[config.mk]
export PLATFORM = sky130hd
export DESIGN_NAME = instr_sequencer
export DESIGN_NICKNAME = d
export VERILOG_FILES = /design/src/rtl/instr_sequencer.sv
export SDC_FILE = /design/constraint.sdc
export NUM_CORES = 1
export LEC_CHECK = 0
export BUFFER_PORTS_ARGS = -buffer_cell sky130_fd_sc_hd__buf_4
export CAP_MARGIN = 20
export CORE_MARGIN = 3
export CORE_UTILIZATION = 58
export CTS_CLUSTER_DIAMETER = 60
export DETAILED_ROUTE_END_ITERATION = 16
export GPL_ROUTABILITY_DRIVEN = 1
export GPL_TIMING_DRIVEN = 0
export PLACE_DENSITY = 0.84
export SLEW_MARGIN = 20
export SYNTH_ARGS = -nofsm -noshare
export SYNTH_HDL_FRONTEND = slang
export SYNTH_SLANG_ARGS = --single-unit
[constraint.sdc]
create_clock -name clock -period 3.2 [get_ports clock]
set_input_delay 0.16 -clock clock [delete_from_list [all_inputs] [get_ports clock]]
set_output_delay 0.16 -clock clock [all_outputs]
set_load 0.1 [all_outputs]
[src/rtl/instr_sequencer.sv]
// Fetch/control stage for the 8-bit ALU: owns the program memory and register file,
// issues one instruction at a time and writes all eight ALU results back.
module instr_sequencer #(
  parameter int         PROG_DEPTH = 10,
  parameter int         INSTR_W    = 18,
  parameter int         DATA_W     = 8,
  parameter logic [3:0] HALT_OP    = 4'b1111
) (
  input  logic               clock,
  input  logic               reset,
  input  logic               prog_we,
  input  logic [3:0]         prog_addr,
  input  logic [INSTR_W-1:0] prog_data,
  input  logic               reg_we,
  input  logic [2:0]         reg_sel,
  input  logic [DATA_W-1:0]  reg_wdata,
  input  logic               start,
  input  logic [DATA_W-1:0]  result0,
  input  logic [DATA_W-1:0]  result1,
  input  logic [DATA_W-1:0]  result2,
  input  logic [DATA_W-1:0]  result3,
  input  logic [DATA_W-1:0]  result4,
  input  logic [DATA_W-1:0]  result5,
  input  logic [DATA_W-1:0]  result6,
  input  logic [DATA_W-1:0]  result7,
  output logic [INSTR_W-1:0] instruction,
  output logic               operate,
  output logic [DATA_W-1:0]  reg0,
  output logic [DATA_W-1:0]  reg1,
  output logic [DATA_W-1:0]  reg2,
  output logic [DATA_W-1:0]  reg3,
  output logic [DATA_W-1:0]  reg4,
  output logic [DATA_W-1:0]  reg5,
  output logic [DATA_W-1:0]  reg6,
  output logic [DATA_W-1:0]  reg7,
  output logic [3:0]         pc,
  output logic               busy,
  output logic               done
);

  typedef enum logic [2:0] {IDLE, FETCH, EXEC, WB, DONE} state_e;

  localparam logic [3:0]         LAST_ADDR = 4'(PROG_DEPTH - 1);
  localparam logic [INSTR_W-1:0] HALT_WORD = {HALT_OP, (INSTR_W - 4)'(0)};

  state_e             state_q;
  logic [3:0]         pc_q;
  logic [INSTR_W-1:0] instr_q;
  logic               operate_q;
  logic               busy_q;
  logic               done_q;
  logic [DATA_W-1:0]  regs_q [8];
  logic [INSTR_W-1:0] mem_q  [PROG_DEPTH];

  logic [DATA_W-1:0]  results [8];
  logic [INSTR_W-1:0] fetchWord;

  assign results[0] = result0;
  assign results[1] = result1;
  assign results[2] = result2;
  assign results[3] = result3;
  assign results[4] = result4;
  assign results[5] = result5;
  assign results[6] = result6;
  assign results[7] = result7;

  assign fetchWord = mem_q[pc_q];

  // Memory and register file are only writable from IDLE, so a running program
  // cannot be disturbed by host writes.
  always_ff @(posedge clock) begin
    if (reset) begin
      state_q   <= IDLE;
      pc_q      <= '0;
      instr_q   <= '0;
      operate_q <= 1'b0;
      busy_q    <= 1'b0;
      done_q    <= 1'b0;
      for (int i = 0; i < 8; i++) regs_q[i] <= '0;
      for (int i = 0; i < PROG_DEPTH; i++) mem_q[i] <= HALT_WORD;
    end else begin
      case (state_q)
        IDLE: begin
          if (prog_we && (prog_addr <= LAST_ADDR)) mem_q[prog_addr] <= prog_data;
          if (reg_we) regs_q[reg_sel] <= reg_wdata;
          if (start) begin
            state_q <= FETCH;
            pc_q    <= '0;
            busy_q  <= 1'b1;
          end
        end
        FETCH: begin
          if (fetchWord[INSTR_W-1 -: 4] == HALT_OP) begin
            state_q <= DONE;
            busy_q  <= 1'b0;
            done_q  <= 1'b1;
          end else begin
            instr_q   <= fetchWord;
            operate_q <= 1'b1;
            state_q   <= EXEC;
          end
        end
        EXEC: begin
          operate_q <= 1'b0;
          state_q   <= WB;
        end
        WB: begin
          regs_q <= results;
          if (pc_q == LAST_ADDR) begin
            state_q <= DONE;
            busy_q  <= 1'b0;
            done_q  <= 1'b1;
          end else begin
            pc_q    <= pc_q + 4'd1;
            state_q <= FETCH;
          end
        end
        DONE: begin
          if (!start) begin
            state_q <= IDLE;
            done_q  <= 1'b0;
          end
        end
        default: state_q <= IDLE;
      endcase
    end
  end

  assign instruction = instr_q;
  assign operate     = operate_q;
  assign pc          = pc_q;
  assign busy        = busy_q;
  assign done        = done_q;
  assign reg0        = regs_q[0];
  assign reg1        = regs_q[1];
  assign reg2        = regs_q[2];
  assign reg3        = regs_q[3];
  assign reg4        = regs_q[4];
  assign reg5        = regs_q[5];
  assign reg6        = regs_q[6];
  assign reg7        = regs_q[7];

endmodule
Word level (Yosys, flattened, before mapping)
Memory sizes are Yosys's and may differ from the RTL's. A register that Yosys moved wholly into a read port is not among the register bits.
Index checks and enable logic that the tools add are counted.

word-level totals
  output and inout port bits = 89
  register bits = 92
  memories = 1
  input port bits = 102
  bits in writable memories = 180

operators by class
  order comparisons = 3
  eq/ne operators = 13
  bitwise gates (word level) = 2
  mux-type cells = 34
  add/subtract/negate cells = 1
  reduce and logical (&&, ||, !) cells = 15

memory list
  memory  words  bits a word  read ports  clocked after memory_dff  wr ports  line  text
  mem_q   10     18           1           1                         10        53    logic [INSTR_W-1:0] mem_q [PROG_DEPTH];

operators by type and width
  cell                   count
  $pmux W64 S2           1
  $bwmux W64             1
  $mux W64               1
  $demux W8 S3           1
  $mux W4                5
  $mux W18               1
  $reduce_or A18 Y1      1
  $pmux W3 S5            1
  $mux W1                14
  $ne A2 B2 Y1 const B   7
  $mux W3                4
  $eq A4 B4 Y1 const B   2
  $mux W8                1
  $pmux W4 S2            1
  $reduce_and A2 Y1      4
  $reduce_and A4 Y1      2
  $eq A3 B2 Y1 const B   2
  $pmux W1 S3            2
  $reduce_bool A3 Y1     2
  $add A4 B1 Y4 const B  1
  $ge A4 B4 Y1 const B   1
  $le A4 B4 Y1 const B   1
  $lt A4 B1 Y1 const B   1
  $not A3 Y4             1
  other kinds (8)        10

Longest topological paths before layout
Gate-level depths: netlist of the first run.

  word-level depth = 8
  gate-level depth with buffers = 10

Worst setup path before layout of the first run
OpenSTA, ideal clock, no wires.

  kind = register -> register
  from = reg with a tool-made name
  to = reg instr_q[10] (netlist: instruction[10])
  period minus slack after synthesis = 2.345 ns
  slack = 0.855 ns
  setup time = 0.128 ns
  cell stages (with the launch flop) = 9
  data arrival time = 2.218 ns
  buffers on the path = 4
  path through = dfxtp_1 > buf_2 > buf_2 > buf_2 > buf_1 > mux4_2 > mux4_2 > mux2i_1 > nor2_1

RTL lines
  what                  line  text
  end signal, assigned  98    instr_q <= fetchWord;
  end, declared         48    logic [INSTR_W-1:0] instr_q;

==> impl_summary.txt, run 1 <==
----------------------------------------------------
[Logic synthesis]
  Post-synthesis cell type count ... 49
  Sequential area share after synthesis ... 0.662
  Synthesized flop and latch total ... approximately 380
  Cell area after synthesis ... ~0.016 sq mm
  Ys flop type ... sky130_fd_sc_hd__edfxtp_1
  Synthesized area divided by synthesized cell count ... between 10 and 15 sq um
  Post-synth EDFFs ... 288
  Area share of the largest cell type after synthesis ... 0.541
  Number of standard cells after synthesis ... 1091
  Post-synth top area cell ... sky130_fd_sc_hd__edfxtp_1
  Ranking of synthesized cells by area ... sky130_fd_sc_hd__edfxtp_1 54%, sky130_fd_sc_hd__dfxtp_1 12%, sky130_fd_sc_hd__mux4_2 12%, sky130_fd_sc_hd__nor2_1 5.3%, sky130_fd_sc_hd__mux2i_1 4.9%
  Warning count from the yosys run ... 0
  Async S/R FF share, synth ... 0

[STA]
  Worst-case clock skew ... 0.0262 ns
  Min Clock Period, post-route ... 3.00 ns
  RSZ-0062 raised after global routing ... false
  Fin crit share ... 0.937
  Final Setup Violations ... 0
  Max transition margin ... 0.262
  Final Slew Violations ... 0
  Worst slew pin tran ... 1.11 ns
  Fmax achieved ... ~0.33 GHz
  Final Hold Vio Count ... 0
  Worst hold-check slack ... 0.0462 ns
  Worst-case setup margin in the final layout ... between 0.2 and 0.25 ns

[Clock tree]
  Total clock buffers created by CTS ... 40
  Clock tree from TritonCTS ... built
  Buffer levels on the longest clock path ... 3
  Latest clock arrival within the worst-skew pair ... around 0.54 ns
  Clock-pin slew on the worst setup and hold paths ... 0.06 ns
  Number of levels the H-tree was split into ... 2
  Master cell of the clock root buffer ... sky130_fd_sc_hd__clkbuf_16
  TritonCTS Sinks ... 384

[Layout]
  Number of diodes added for antenna fixing ... 0
  Util after Layout ... 0.745
  Fill cell total of the finished layout ... 1587
  Post-layout nets ... 1589
  Area added between synthesis and finish ... 26.0%
  Layout Cells excl Fill ... about 1900
  Layout cells sized above 1 ... 0.242

[Power and ir drop]
  Relative contribution of combinational cells to total power ... 0.065
  Cell internal power dissipation ... 8.44 mW
  Highest ir drop seen on vdd ... roughly 0.00046 V
  Fraction of power spent switching nets ... 0.222
  Power per cell area ... 539 mW/mm^2
  Sequential power share ... 0.513
  Net switching power ... about 2.4 mW
  Leakage power of the design ... about 7.4 nW
  Clock group share of total power ... 0.422

[Critical path]
  Minimum setup slack among reg-to-reg paths ... 0.20 ns
  Most used cell along the critical path ... sky130_fd_sc_hd__buf_2
  Longest individual stage delay on the worst path ... 0.52 ns
  Critical path start-end classification ... reg -> reg
  Kind of cell adding the most delay to the critical path ... buffers and inverters
  Logic depth of the worst register-to-register path ... 8
  Critical path endpoint category ... flop
  Slowest stage cell, crit path ... sky130_fd_sc_hd__clkdlybuf4s15_2
  Crit path buf inv count ... 4
  Required @ worst endpoint ... 3.58 ns
  Ordered cell list for the critical path ... buf_2, buf_2, buf_2, clkdlybuf4s15_2, mux4_2, mux4_2, mux2i_1, nor2_1
  Kind of start point of the critical path ... flop
  Critical Path AT ... 3.38 ns
  Logic depth of the worst path, buffers included ... 8
  R2R Path End ... instruction[2]$_SDFFE_PP0P_
  Largest fanout on the critical path ... 10
  Critical path endpoint ... instruction[2]$_SDFFE_PP0P_

[Drt]
  Total vias in the final route ... 11100
  Residual DRC count ... 0
  Number of search-and-repair iterations in the first detailed-routing pass ... 5
  Total routed wirelength ... 44500 microns
  DRC marker count from the first detailed-route iteration ... roughly 1400
  Average via count per standard cell ... 5.97
  Drt wl/cell ... about 24 microns
  Antenna Violating Nets Remaining ... 0

[Global route]
  Number of antenna violations at the first check in global routing ... 0
  Overall Global Routing Usage ... 0.300
  Remaining global-route overflow ... 0
  Met3 Use GR ... 0.0613
  Gr busiest metal ... met2
  Vias in the first global route ... about 11000
  Global routing met1 resource utilization ... 0.364
  Largest net degree at the start of global routing ... 19
  Met2 track demand over resource in global routing ... 0.522
  Wire length of the first global-routing pass ... 65700 microns

[Worst hold path]
  Path class of the lowest-slack min-delay path ... in -> reg
  Start point of the worst hold path ... prog_addr[3]

[Floorplan]
  Standard-cell rows ... 60
  Chip height ... 172 microns
  Starting density of the core ... 0.591
  Number of top-level pins ... 191
  Die area ... 0.0296 sq mm
  Core area ... 0.0270 sq mm
  Horizontal extent of the die ... between 150 and 200 microns

[Place]
  Setup slack after placement ... -0.194 ns
  HPWL reported at the end of detailed placement ... 29100 microns
  Cell total after placement ... 1719
  Final Wtd Congestion ... 0.907
  Input/output buffers ... between 150 and 200

[Status]
  Run status ... finished, final reports clean

[Job]
  Max-cap viol count ... 0

----------------------------------------------------
worst min-delay path, cell delays in order:
cell and delay (ns):
sky130_fd_sc_hd__buf_4 0.14, sky130_fd_sc_hd__nor4_2 0.10, sky130_fd_sc_hd__nand2_1 0.07
kinds of logic (layout without fill, tap and decap cells):
group | after synthesis | count (layout) | synth area share
xor+xnor | 2 | 2 | 0.00110
mux | 164 | 164 | 0.170
buf+inv | 98 | 415 | 0.0292
other cells | 1 | 108 | 0.000235
fa+ha+maj | 2 | 2 | 0.00157
compound gates | 86 | 86 | 0.0408
flops | 384 | 384 | 0.662
simple gates | 354 | 354 | 0.0952
final cells by class:
type | count | area [sq um] | area share
Multi-Input combinational cell | 716 | 5380 | 0.267
Sequential cell | 384 | 10600 | 0.525
Inverter | 23 | 86.3 | 0.00429
Buffer | 75 | 393 | 0.0195
Tap cell | 341 | 427 | 0.0212
Clock inverter | 15 | 154 | 0.00764
Timing Repair Buffer | 245 | 2000 | 0.0994
Clock buffer | 57 | 1120 | 0.0556
through the flow:
stage                     TNS, ns  cell area [sq um]  power, mW
after floorplan                 0              16400       6.02
after global placement      -1.51              18200       6.26
after detailed placement   -12.16              18200       6.28
after CTS                       0              20100       10.8
after global routing            0              20100       11.1
final                           0              20100       10.8
metal layers:
layer,vias to the layer above,routed length [microns]
li1,4761,-
met4,0,1980
met3,151,4090
met5,-,0
met2,692,22600
met1,5470,15900
repair_timing:
| item | 4_1_cts | 5_1_grt |
|---|---|---|
| hold buffers | 65 | 0 |
| cloned | 0 | 0 |
| setup endpoints to repair | 95 | 137 |
| buffers inserted | 0 | 0 |
| gates resized for setup | 9 | 9 |
| hold endpoints to repair | 65 | 0 |
worst min-delay path by stage:
stage / cells after the start / end
global placement: 2 / busy$_SDFFE_PP0P_
detailed placement: 2 / busy$_SDFFE_PP0P_
finish: 3 / mem_q[3][17]$_SDFFCE_PN1P_
floorplan: 2 / reg0[0]$_SDFFE_PP0P_
CTS: 3 / mem_q[3][15]$_SDFFCE_PN1P_
global route: 3 / mem_q[3][17]$_SDFFCE_PN1P_
sequential cells by signal, summed over array words and instances, names as in the netlist, named ones only:
register / flops
busy: 1
reg3: 8
instruction: 18
reg0: 8
done: 1
reg6: 8
reg1: 8
reg4: 8
reg5: 8
reg7: 8
pc: 4
mem_q: 288
state_q: 3
operate: 1
reg2: 8
power groups by stage:
| stage | logic (mW) | registers, mW | clock network (mW) |
|---|---|---|---|
| floorplan | 0.242 | 5.78 | 0 |
| global placement | 0.607 | 5.65 | 0 |
| detailed placement | 0.616 | 5.67 | 0 |
| CTS | 0.685 | 5.56 | 4.59 |
| global route | 0.739 | 5.58 | 4.79 |
| finish | 0.704 | 5.57 | 4.58 |
placed cells by master, fill, tap and decap left out, types with 3 or more instances in the layout:
master and instances:
sky130_fd_sc_hd__inv_1 23, sky130_fd_sc_hd__and3_1 5, sky130_fd_sc_hd__o21ai_0 3, sky130_fd_sc_hd__dlygate4sd3_1 65
sky130_fd_sc_hd__a31oi_1 3, sky130_fd_sc_hd__mux4_2 85, sky130_fd_sc_hd__nand2b_1 4, sky130_fd_sc_hd__nand3_1 12
sky130_fd_sc_hd__nand2_1 65, sky130_fd_sc_hd__dfxtp_1 96, sky130_fd_sc_hd__clkbuf_1 64, sky130_fd_sc_hd__nand2b_2 5
sky130_fd_sc_hd__clkinv_2 3, sky130_fd_sc_hd__bufinv_16 3, sky130_fd_sc_hd__a22oi_1 3, sky130_fd_sc_hd__clkbuf_16 41
sky130_fd_sc_hd__edfxtp_1 288, sky130_fd_sc_hd__buf_6 7, sky130_fd_sc_hd__nor2_1 226, sky130_fd_sc_hd__mux2i_1 78
sky130_fd_sc_hd__and2_1 3, sky130_fd_sc_hd__nand3b_1 4, sky130_fd_sc_hd__buf_2 9, sky130_fd_sc_hd__nor2b_1 7
sky130_fd_sc_hd__clkinv_1 5, sky130_fd_sc_hd__conb_1 108, sky130_fd_sc_hd__buf_4 180, sky130_fd_sc_hd__clkbuf_8 3
sky130_fd_sc_hd__nor3_2 6, sky130_fd_sc_hd__a211oi_1 67, sky130_fd_sc_hd__clkbuf_2 3, sky130_fd_sc_hd__nand3_2 3
Yosys cell counts (2+ instances only):
library cell and n:
sky130_fd_sc_hd__edfxtp_1 288, sky130_fd_sc_hd__nor2_1 226, sky130_fd_sc_hd__dfxtp_1 96, sky130_fd_sc_hd__mux4_2 85
sky130_fd_sc_hd__mux2i_1 78, sky130_fd_sc_hd__a211oi_1 67, sky130_fd_sc_hd__nand2_1 65, sky130_fd_sc_hd__clkbuf_1 53
sky130_fd_sc_hd__inv_1 23, sky130_fd_sc_hd__nand3_1 12, sky130_fd_sc_hd__nand2b_1 10, sky130_fd_sc_hd__buf_2 8
sky130_fd_sc_hd__buf_6 7, sky130_fd_sc_hd__nor2b_1 7, sky130_fd_sc_hd__nor3_2 6, sky130_fd_sc_hd__and3_1 5
sky130_fd_sc_hd__buf_1 4, sky130_fd_sc_hd__nand3b_1 4, sky130_fd_sc_hd__a22oi_1 3, sky130_fd_sc_hd__a31oi_1 3
sky130_fd_sc_hd__and2_1 3, sky130_fd_sc_hd__nand3_2 3, sky130_fd_sc_hd__o21ai_0 3, sky130_fd_sc_hd__a21oi_1 2
sky130_fd_sc_hd__buf_12 2, sky130_fd_sc_hd__ha_1 2, sky130_fd_sc_hd__nor3_1 2, sky130_fd_sc_hd__nor3b_1 2
sky130_fd_sc_hd__xnor2_1 2
(Power assumes the default switching activity.)
==> run 2: changes to the inputs <==
--- a/config.mk
+++ b/config.mk
@@ -14,6 +14,7 @@
 export GPL_ROUTABILITY_DRIVEN = 1
 export GPL_TIMING_DRIVEN = 0
 export PLACE_DENSITY = 0.84
+export RECOVER_POWER = 100
 export SLEW_MARGIN = 20
 export SYNTH_ARGS = -nofsm -noshare
 export SYNTH_HDL_FRONTEND = slang
==> impl_summary.txt, run 2 (synthesis gave the netlist of run 1 again) <==
----------------------------------------------------
[Floorplan]
  Number of top-level pins ... 191 (unchanged)
  Chip height ... 172 microns (unchanged)
  Horizontal extent of the die ... 172 microns (unchanged)
  Starting density of the core ... 0.591 (unchanged)
  Standard-cell rows ... 60 (unchanged)
  Die area ... 0.0296 sq mm (unchanged)
  Core area ... 0.0270 sq mm (unchanged)

[Clock tree]
  Clock-pin slew on the worst setup and hold paths ... 0.06 ns (about the same)
  Buffer levels on the longest clock path ... 3 (unchanged)
  TritonCTS Sinks ... 384 (unchanged)
  Total clock buffers created by CTS ... 40 (unchanged)
  Post-CTS setup buffers ... 0 (unchanged)
  Clock tree from TritonCTS ... built (unchanged)
  Latest clock arrival within the worst-skew pair ... 0.54 ns (about the same)
  Master cell of the clock root buffer ... sky130_fd_sc_hd__clkbuf_16 (unchanged)
  Number of levels the H-tree was split into ... 2 (unchanged)

[Power and ir drop]
  Sequential power share ... 0.514 (was 0.513)
  Fraction of power spent switching nets ... 0.222 (about the same)
  Leakage power of the design ... 6.99 nW (was 7.39 nW)
  Cell internal power dissipation ... 8.42 mW (was 8.44 mW)
  Clock group share of total power ... 0.422 (about the same)
  Highest ir drop seen on vdd ... 0.000464 V (about the same)
  Power per cell area ... 548 mW/mm^2 (was 539 mW/mm^2)
  Relative contribution of combinational cells to total power ... 0.063 (was 0.065)
  Net switching power ... 2.40 mW (was 2.41 mW)

[STA]
  Fin crit share ... 0.947 (was 0.937)
  Worst-case clock skew ... 0.0241 ns (was 0.0262 ns)
  Final Slew Violations ... 0 (unchanged)
  Min Clock Period, post-route ... 3.03 ns (was 3.00 ns)
  Final Hold Vio Count ... 0 (unchanged)
  Max transition margin ... 0.0551 (was 0.262)
  Worst slew pin tran ... 1.41 ns (was 1.11 ns)
  Fmax achieved ... 0.330 GHz (was 0.333 GHz)
  RSZ-0062 raised after global routing ... false (unchanged)
  Final Setup Violations ... 0 (unchanged)

[Global route]
  Wire length of the first global-routing pass ... 65700 microns (unchanged)
  Remaining global-route overflow ... 0 (unchanged)
  Vias in the first global route ... 11300 (unchanged)
  Number of antenna violations at the first check in global routing ... 0 (unchanged)
  Largest net degree at the start of global routing ... 19 (unchanged)
  Overall Global Routing Usage ... 0.300 (unchanged)

[Drt]
  Total vias in the final route ... 11100 (about the same)
  Met1 wire length ... 15900 microns (about the same)
  Drt wl/cell ... 24.1 microns (was 24.0 microns)
  Met2 WL ... 22500 microns (was 22600 microns)
  DRC marker count from the first detailed-route iteration ... 1399 (was 1418)
  Number of search-and-repair iterations in the first detailed-routing pass ... 5 (unchanged)
  Average via count per standard cell ... 6.00 (was 5.97)
  Highest metal used ... met4 (unchanged)
  Total routed wirelength ... 44600 microns (was 44500 microns)
  Antenna Violating Nets Remaining ... 0 (unchanged)
  Total length of routed met3 wires ... 4240 microns (was 4090 microns)
  Residual DRC count ... 0 (unchanged)

[Worst hold path]
  Path class of the lowest-slack min-delay path ... in -> reg (unchanged)
  Start point of the worst hold path ... prog_addr[3] (unchanged)

[Place]
  Cell total after placement ... 1719 (unchanged)
  Input/output buffers ... 180 (unchanged)
  HPWL reported at the end of detailed placement ... 29100 microns (unchanged)
  Final Wtd Congestion ... 0.907 (unchanged)
  Placed Instance Area ... 0.0182 sq mm (unchanged)

[Critical path]
  Kind of cell adding the most delay to the critical path ... simple AND/OR/NAND/NOR gates (was buffers and inverters)
  Longest individual stage delay on the worst path ... 0.52 ns (about the same)
  Worst Setup SP ... state_q[0]$_SDFFE_PP0P_
  Most used cell along the critical path ... sky130_fd_sc_hd__clkbuf_1 (was sky130_fd_sc_hd__buf_2)
  Worst reg2reg path startpoint ... state_q[0]$_SDFFE_PP0P_
  Slowest stage cell, crit path ... sky130_fd_sc_hd__nand2b_2 (was sky130_fd_sc_hd__clkdlybuf4s15_2)
  Critical path endpoint category ... flop (unchanged)
  Kind of start point of the critical path ... flop (unchanged)
  Crit path buf inv count ... 2 (was 4)
  Required @ worst endpoint ... 3.36 ns (was 3.58 ns)
  Critical path start-end classification ... reg -> reg (unchanged)
  Largest fanout on the critical path ... 18 (was 10)
  Ordered cell list for the critical path ... nor3_4, and4b_1, clkbuf_1, clkbuf_1, nand3_1, nand2b_2 (was buf_2, buf_2, buf_2, clkdlybuf4s15_2, mux4_2, mux4_2, mux2i_1, nor2_1)
  Critical Path AT ... 3.20 ns (was 3.38 ns)

[Layout]
  Area used by multi-input combinational logic ... 0.00535 sq mm (was 0.00538 sq mm)
  Post-layout nets ... 1589 (unchanged)
  Reg with most FFs ... mem_q (unchanged)
  Layout cells sized above 1 ... 0.179 (was 0.242)
  Area added between synthesis and finish ... 23.7% (was 26.0%)
  Commonest non-fill, non-tap cells in the layout ... 288 x sky130_fd_sc_hd__edfxtp_1, 227 x sky130_fd_sc_hd__nor2_1, 155 x sky130_fd_sc_hd__clkbuf_1 (was 288 x sky130_fd_sc_hd__edfxtp_1, 226 x sky130_fd_sc_hd__nor2_1, 180 x sky130_fd_sc_hd__buf_4)
  Total non-filler cell area in the finished layout ... 0.0198 sq mm (was 0.0201 sq mm)
  Most frequent standard cell in the layout excluding fill and tap cells ... sky130_fd_sc_hd__edfxtp_1 (unchanged)
  Fill cell total of the finished layout ... 1702 (was 1587)
  Layout Cells excl Fill ... 1856 (unchanged)
  Number of diodes added for antenna fixing ... 0 (unchanged)
  Flip-flop count of the largest register after layout ... 288 (unchanged)
  Register area ... 0.0106 sq mm (unchanged)

[Status]
  Run status ... finished, final reports clean (unchanged)

[Job]
  Max-cap viol count ... 0 (unchanged)

----------------------------------------------------
## run 2: cell types whose count changed in the layout (fill, tap and decap cells not counted), sizes merged
cell	delta
clkbuf	+93
buf	-93
## run 2: final timing paths
kind | to | slack [ns] | cells past startpoint
max | mem_q[4][7]$_SDFFCE_PN0P_ | 0.17 | 6
min | mem_q[3][17]$_SDFFCE_PN1P_ | 0.04 | 3
max reg2reg | mem_q[4][7]$_SDFFCE_PN0P_ | 0.17 | 6
min reg2reg | busy$_SDFFE_PP0P_ | 0.46 | 2
## run 2: routing by layer
| layer | GRT usage | vias up |
|---|---|---|
| li1 | - | 4776 |
| met1 | 0.364 | 5507 |
| met2 | 0.522 | 719 |
| met3 | 0.0613 | 142 |
| met4 | 0.134 | 0 |
| met5 | 0 | - |
## run 2: cell type report
cell class                 instances  area share
clock inverter                    15     0.00779
timing repair buffer             245      0.0842
multi-input combinational        716       0.271
sequential                       384       0.535
clock buffer                      57      0.0567
tap                              341      0.0216
buffer                            75      0.0198
inverter                          23     0.00437
## run 2: per-stage QoR
| stage | setup TNS [ns] | total power [mW] | utilization | setup slack [ns] | hold slack (ns) |
|---|---|---|---|---|---|
| finish | 0 | 10.8 | 0.731 | 0.168 | 0.0380 |
| global placement | -1.51 | 6.26 | 0.672 | -0.0360 | 0.450 |
| CTS | 0 | 10.8 | 0.744 | 0.00510 | 0.0141 |
| global route | 0 | 11.1 | 0.731 | 0.0485 | 0.0240 |
| detailed placement | -12.16 | 6.28 | 0.672 | -0.194 | 0.453 |
| floorplan | 0 | 6.02 | - | 0.855 | 0.343 |
## run 2: timing repair
item / in CTS / in global routing
endpoints found under the hold margin: 65 / 0
hold buffers: 65 / 0
gates resized for setup: 9 / 9
setup endpoints to repair: 95 / 137
## run 2: power by group through the flow
| stage | clock [mW] | combinational, mW | sequential (mW) |
|---|---|---|---|
| global placement | 0 | 0.607 | 5.65 |
| CTS | 4.59 | 0.685 | 5.56 |
| detailed placement | 0 | 0.616 | 5.67 |
| global route | 4.79 | 0.721 | 5.58 |
| floorplan | 0 | 0.242 | 5.78 |
| finish | 4.57 | 0.685 | 5.57 |
## run 2: worst min-delay path: stages
cell and delay, ns:
sky130_fd_sc_hd__buf_4 0.13, sky130_fd_sc_hd__nor4_2 0.09, sky130_fd_sc_hd__nand2_1 0.07
==> run 3: changes to the inputs <==
==> constraint.sdc (replaced) <==
create_clock -name clock -period 3.2 [get_ports clock]
set_input_delay 0.64 -clock clock [delete_from_list [all_inputs] [get_ports clock]]
set_output_delay 0.64 -clock clock [all_outputs]
set_load 0.1 [all_outputs]
==> impl_summary.txt, run 3 (synthesis gave the netlist of run 1 again) <==
----------------------------------------------------
[Power and ir drop]
  Power per cell area ... 563 mW/mm^2 (was 548 mW/mm^2)
  Leakage power of the design ... 6.72 nW (was 6.99 nW)
  Tot Pwr ... 10.8 mW (about the same)
  Highest ir drop seen on vdd ... 0.000464 V (about the same)

[Place]
  Input/output buffers ... 180 (unchanged)
  Final Wtd Congestion ... 0.907 (unchanged)
  HPWL reported at the end of detailed placement ... 29100 microns (unchanged)
  Placed Instance Area ... 0.0182 sq mm (unchanged)

[Floorplan]
  Starting density of the core ... 0.591 (unchanged)
  Number of top-level pins ... 191 (unchanged)
  Chip height ... 172 microns (unchanged)
  Horizontal extent of the die ... 172 microns (unchanged)
  Core area ... 0.0270 sq mm (unchanged)
  Die area ... 0.0296 sq mm (unchanged)
  Standard-cell rows ... 60 (unchanged)

[Drt]
  Average via count per standard cell ... 6.01 (was 6.00)
  Total vias in the final route ... 10800 (was 11100)
  DRC marker count from the first detailed-route iteration ... 1352 (was 1399)
  Total routed wirelength ... 43100 microns (was 44600 microns)
  Drt wl/cell ... 24.1 microns (about the same)
  Number of search-and-repair iterations in the first detailed-routing pass ... 6 (was 5)
  Antenna Violating Nets Remaining ... 0 (unchanged)
  Residual DRC count ... 0 (unchanged)

[STA]
  Min Clock Period, post-route ... 3.02 ns (was 3.03 ns)
  Worst slew pin tran ... 1.40 ns (was 1.41 ns)
  RSZ-0062 raised after global routing ... false (unchanged)
  Max transition margin ... 0.0611 (was 0.0551)
  Fin crit share ... 0.945 (was 0.947)
  Final Setup Violations ... 0 (unchanged)
  Final Slew Violations ... 0 (unchanged)
  Worst-case clock skew ... 0.0249 ns (was 0.0241 ns)
  Fmax achieved ... 0.331 GHz (was 0.330 GHz)
  Worst hold-check slack ... 0.404 ns (was 0.0380 ns)
  Final Hold Vio Count ... 0 (unchanged)

[Clock tree]
  Clock-pin slew on the worst setup and hold paths ... 0.06 ns (about the same)
  Number of levels the H-tree was split into ... 2 (unchanged)
  TritonCTS Sinks ... 384 (unchanged)
  Post-CTS setup buffers ... 0 (unchanged)
  Clock tree from TritonCTS ... built (unchanged)
  Latest clock arrival within the worst-skew pair ... 0.54 ns (about the same)
  Master cell of the clock root buffer ... sky130_fd_sc_hd__clkbuf_16 (unchanged)
  Hold buffers post-CTS ... 0 (was 65)
  Buffer levels on the longest clock path ... 3 (unchanged)
  Total clock buffers created by CTS ... 40 (unchanged)

[Global route]
  Remaining global-route overflow ... 0 (unchanged)
  Overall Global Routing Usage ... 0.291 (was 0.300)
  Vias in the first global route ... 10900 (was 11300)
  Wire length of the first global-routing pass ... 63600 microns (was 65700 microns)
  Number of antenna violations at the first check in global routing ... 0 (unchanged)
  Largest net degree at the start of global routing ... 19 (unchanged)

[Critical path]
  Logic depth of the worst register-to-register path ... 8 (was 6)
  Slowest stage cell, crit path ... sky130_fd_sc_hd__clkdlybuf4s15_2 (was sky130_fd_sc_hd__nand2b_2)
  Crit path buf inv count ... 4 (was 2)
  Critical path endpoint category ... flop (unchanged)
  Kind of cell adding the most delay to the critical path ... buffers and inverters (was simple AND/OR/NAND/NOR gates)
  Required @ worst endpoint ... 3.57 ns (was 3.36 ns)
  Ordered cell list for the critical path ... buf_2, buf_2, clkbuf_2, clkdlybuf4s15_2, mux4_2, mux4_2, mux2i_1, nor2_1 (was nor3_4, and4b_1, clkbuf_1, clkbuf_1, nand3_1, nand2b_2)
  Critical Path AT ... 3.40 ns (was 3.20 ns)
  Minimum setup slack among reg-to-reg paths ... 0.18 ns (was 0.17 ns)
  R2R Path End ... instruction[4]$_SDFFE_PP0P_ (was mem_q[4][7]$_SDFFCE_PN0P_)
  Longest individual stage delay on the worst path ... 0.52 ns (about the same)
  Critical path start-end classification ... reg -> reg (unchanged)
  Kind of start point of the critical path ... flop (unchanged)
  Largest fanout on the critical path ... 10 (was 18)

[Layout]
  Total non-filler cell area in the finished layout ... 0.0191 sq mm (was 0.0198 sq mm)
  Commonest non-fill, non-tap cells in the layout ... 288 x sky130_fd_sc_hd__edfxtp_1, 227 x sky130_fd_sc_hd__nor2_1, 155 x sky130_fd_sc_hd__clkbuf_1 (unchanged)
  Post-layout nets ... 1524 (was 1589)
  Area added between synthesis and finish ... 19.7% (was 23.7%)
  Most frequent standard cell in the layout excluding fill and tap cells ... sky130_fd_sc_hd__edfxtp_1 (unchanged)
  Reg with most FFs ... mem_q (unchanged)
  Fill cell total of the finished layout ... 1801 (was 1702)
  Number of diodes added for antenna fixing ... 0 (unchanged)
  Flip-flop count of the largest register after layout ... 288 (unchanged)
  Layout cells sized above 1 ... 0.188 (was 0.179)

[Worst hold path]
  Number of instances on the worst hold path ... 3 (unchanged)
  Start point of the worst hold path ... result2[7] (was prog_addr[3])
  End point of the most critical hold path ... reg2[7]$_SDFFE_PP0P_ (was mem_q[3][17]$_SDFFCE_PN1P_)
  Path class of the lowest-slack min-delay path ... in -> reg (unchanged)

[Status]
  Run status ... finished, final reports clean (unchanged)

[Job]
  Max-cap viol count ... 0 (unchanged)

----------------------------------------------------
-- run 3: cell types whose count changed in the layout (fill, tap and decap cells not counted) --
cell / before / now
sky130_fd_sc_hd__dlygate4sd3_1: 65 / 0
sky130_fd_sc_hd__a41o_1: 1 / 0
sky130_fd_sc_hd__a41o_2: 0 / 1
-- run 3: worst max-delay path by stage --
stage / cells past startpoint / slack [ns] / end / startpoint
final: 8 / 0.18 / instruction[4]$_SDFFE_PP0P_ / flop
after global routing: 8 / 0.05 / instruction[13]$_SDFFE_PP0P_ / flop
after CTS: 8 / 0.005 / instruction[13]$_SDFFE_PP0P_ / flop
after detailed placement: 7 / -0.26 / mem_q[4][5]$_SDFFCE_PN0P_ / prog_addr[1]
after global placement: 7 / -0.13 / mem_q[4][7]$_SDFFCE_PN0P_ / prog_addr[1]
after floorplan: 5 / 0.70 / mem_q[1][0]$_SDFFCE_PN0P_ / prog_addr[1]
-- run 3: per-layer routing --
layer / vias up / part of all wire / track usage
met4: 0 / 0.047 / 0.137
li1: 4639 / - / -
met3: 147 / 0.10 / 0.0622
met5: - / 0 / 0
met1: 5297 / 0.35 / 0.350
met2: 673 / 0.50 / 0.504
-- run 3: report_power, final --
group	total [mW]	switching [mW]	internal [mW]
Combinational	0.615	0.433	0.182
Clock	4.58	1.90	2.68
Sequential	5.56	0.0580	5.51
-- run 3: tightest hold or removal path, stage by stage --
cell and delay, ns:
sky130_fd_sc_hd__buf_4 0.11, sky130_fd_sc_hd__nor2_1 0.09, sky130_fd_sc_hd__a211oi_1 0.05
-- run 3: layout make-up --
class / instances / area [sq um] / area share
tap: 341 / 427 / 0.0223
inverter: 23 / 86.3 / 0.00452
clock inverter: 15 / 154 / 0.00805
buffer: 75 / 392 / 0.0205
timing repair buffer: 180 / 1010 / 0.0530
sequential: 384 / 10600 / 0.553
clock buffer: 57 / 1120 / 0.0586
multi-input combinational: 716 / 5360 / 0.280
-- run 3: timing repair --
action / CTS / global route
resized for setup: 9 / 9
endpoints found under the setup margin: 95 / 137
gates cloned: 0 / 0
-- run 3: through the flow --
| step | worst slack (ns) | std cells | util | setup TNS (ns) |
|---|---|---|---|---|
| finish | 0.177 | 1791 | 0.707 | 0 |
| global route | 0.0485 | 1791 | 0.707 | 0 |
| CTS | 0.00510 | 1791 | 0.720 | 0 |
| detailed placement | -0.263 | 1719 | 0.672 | -17.59 |
| global placement | -0.129 | 1719 | 0.672 | -8.92 |
| floorplan | 0.702 | 1198 | - | 0 |
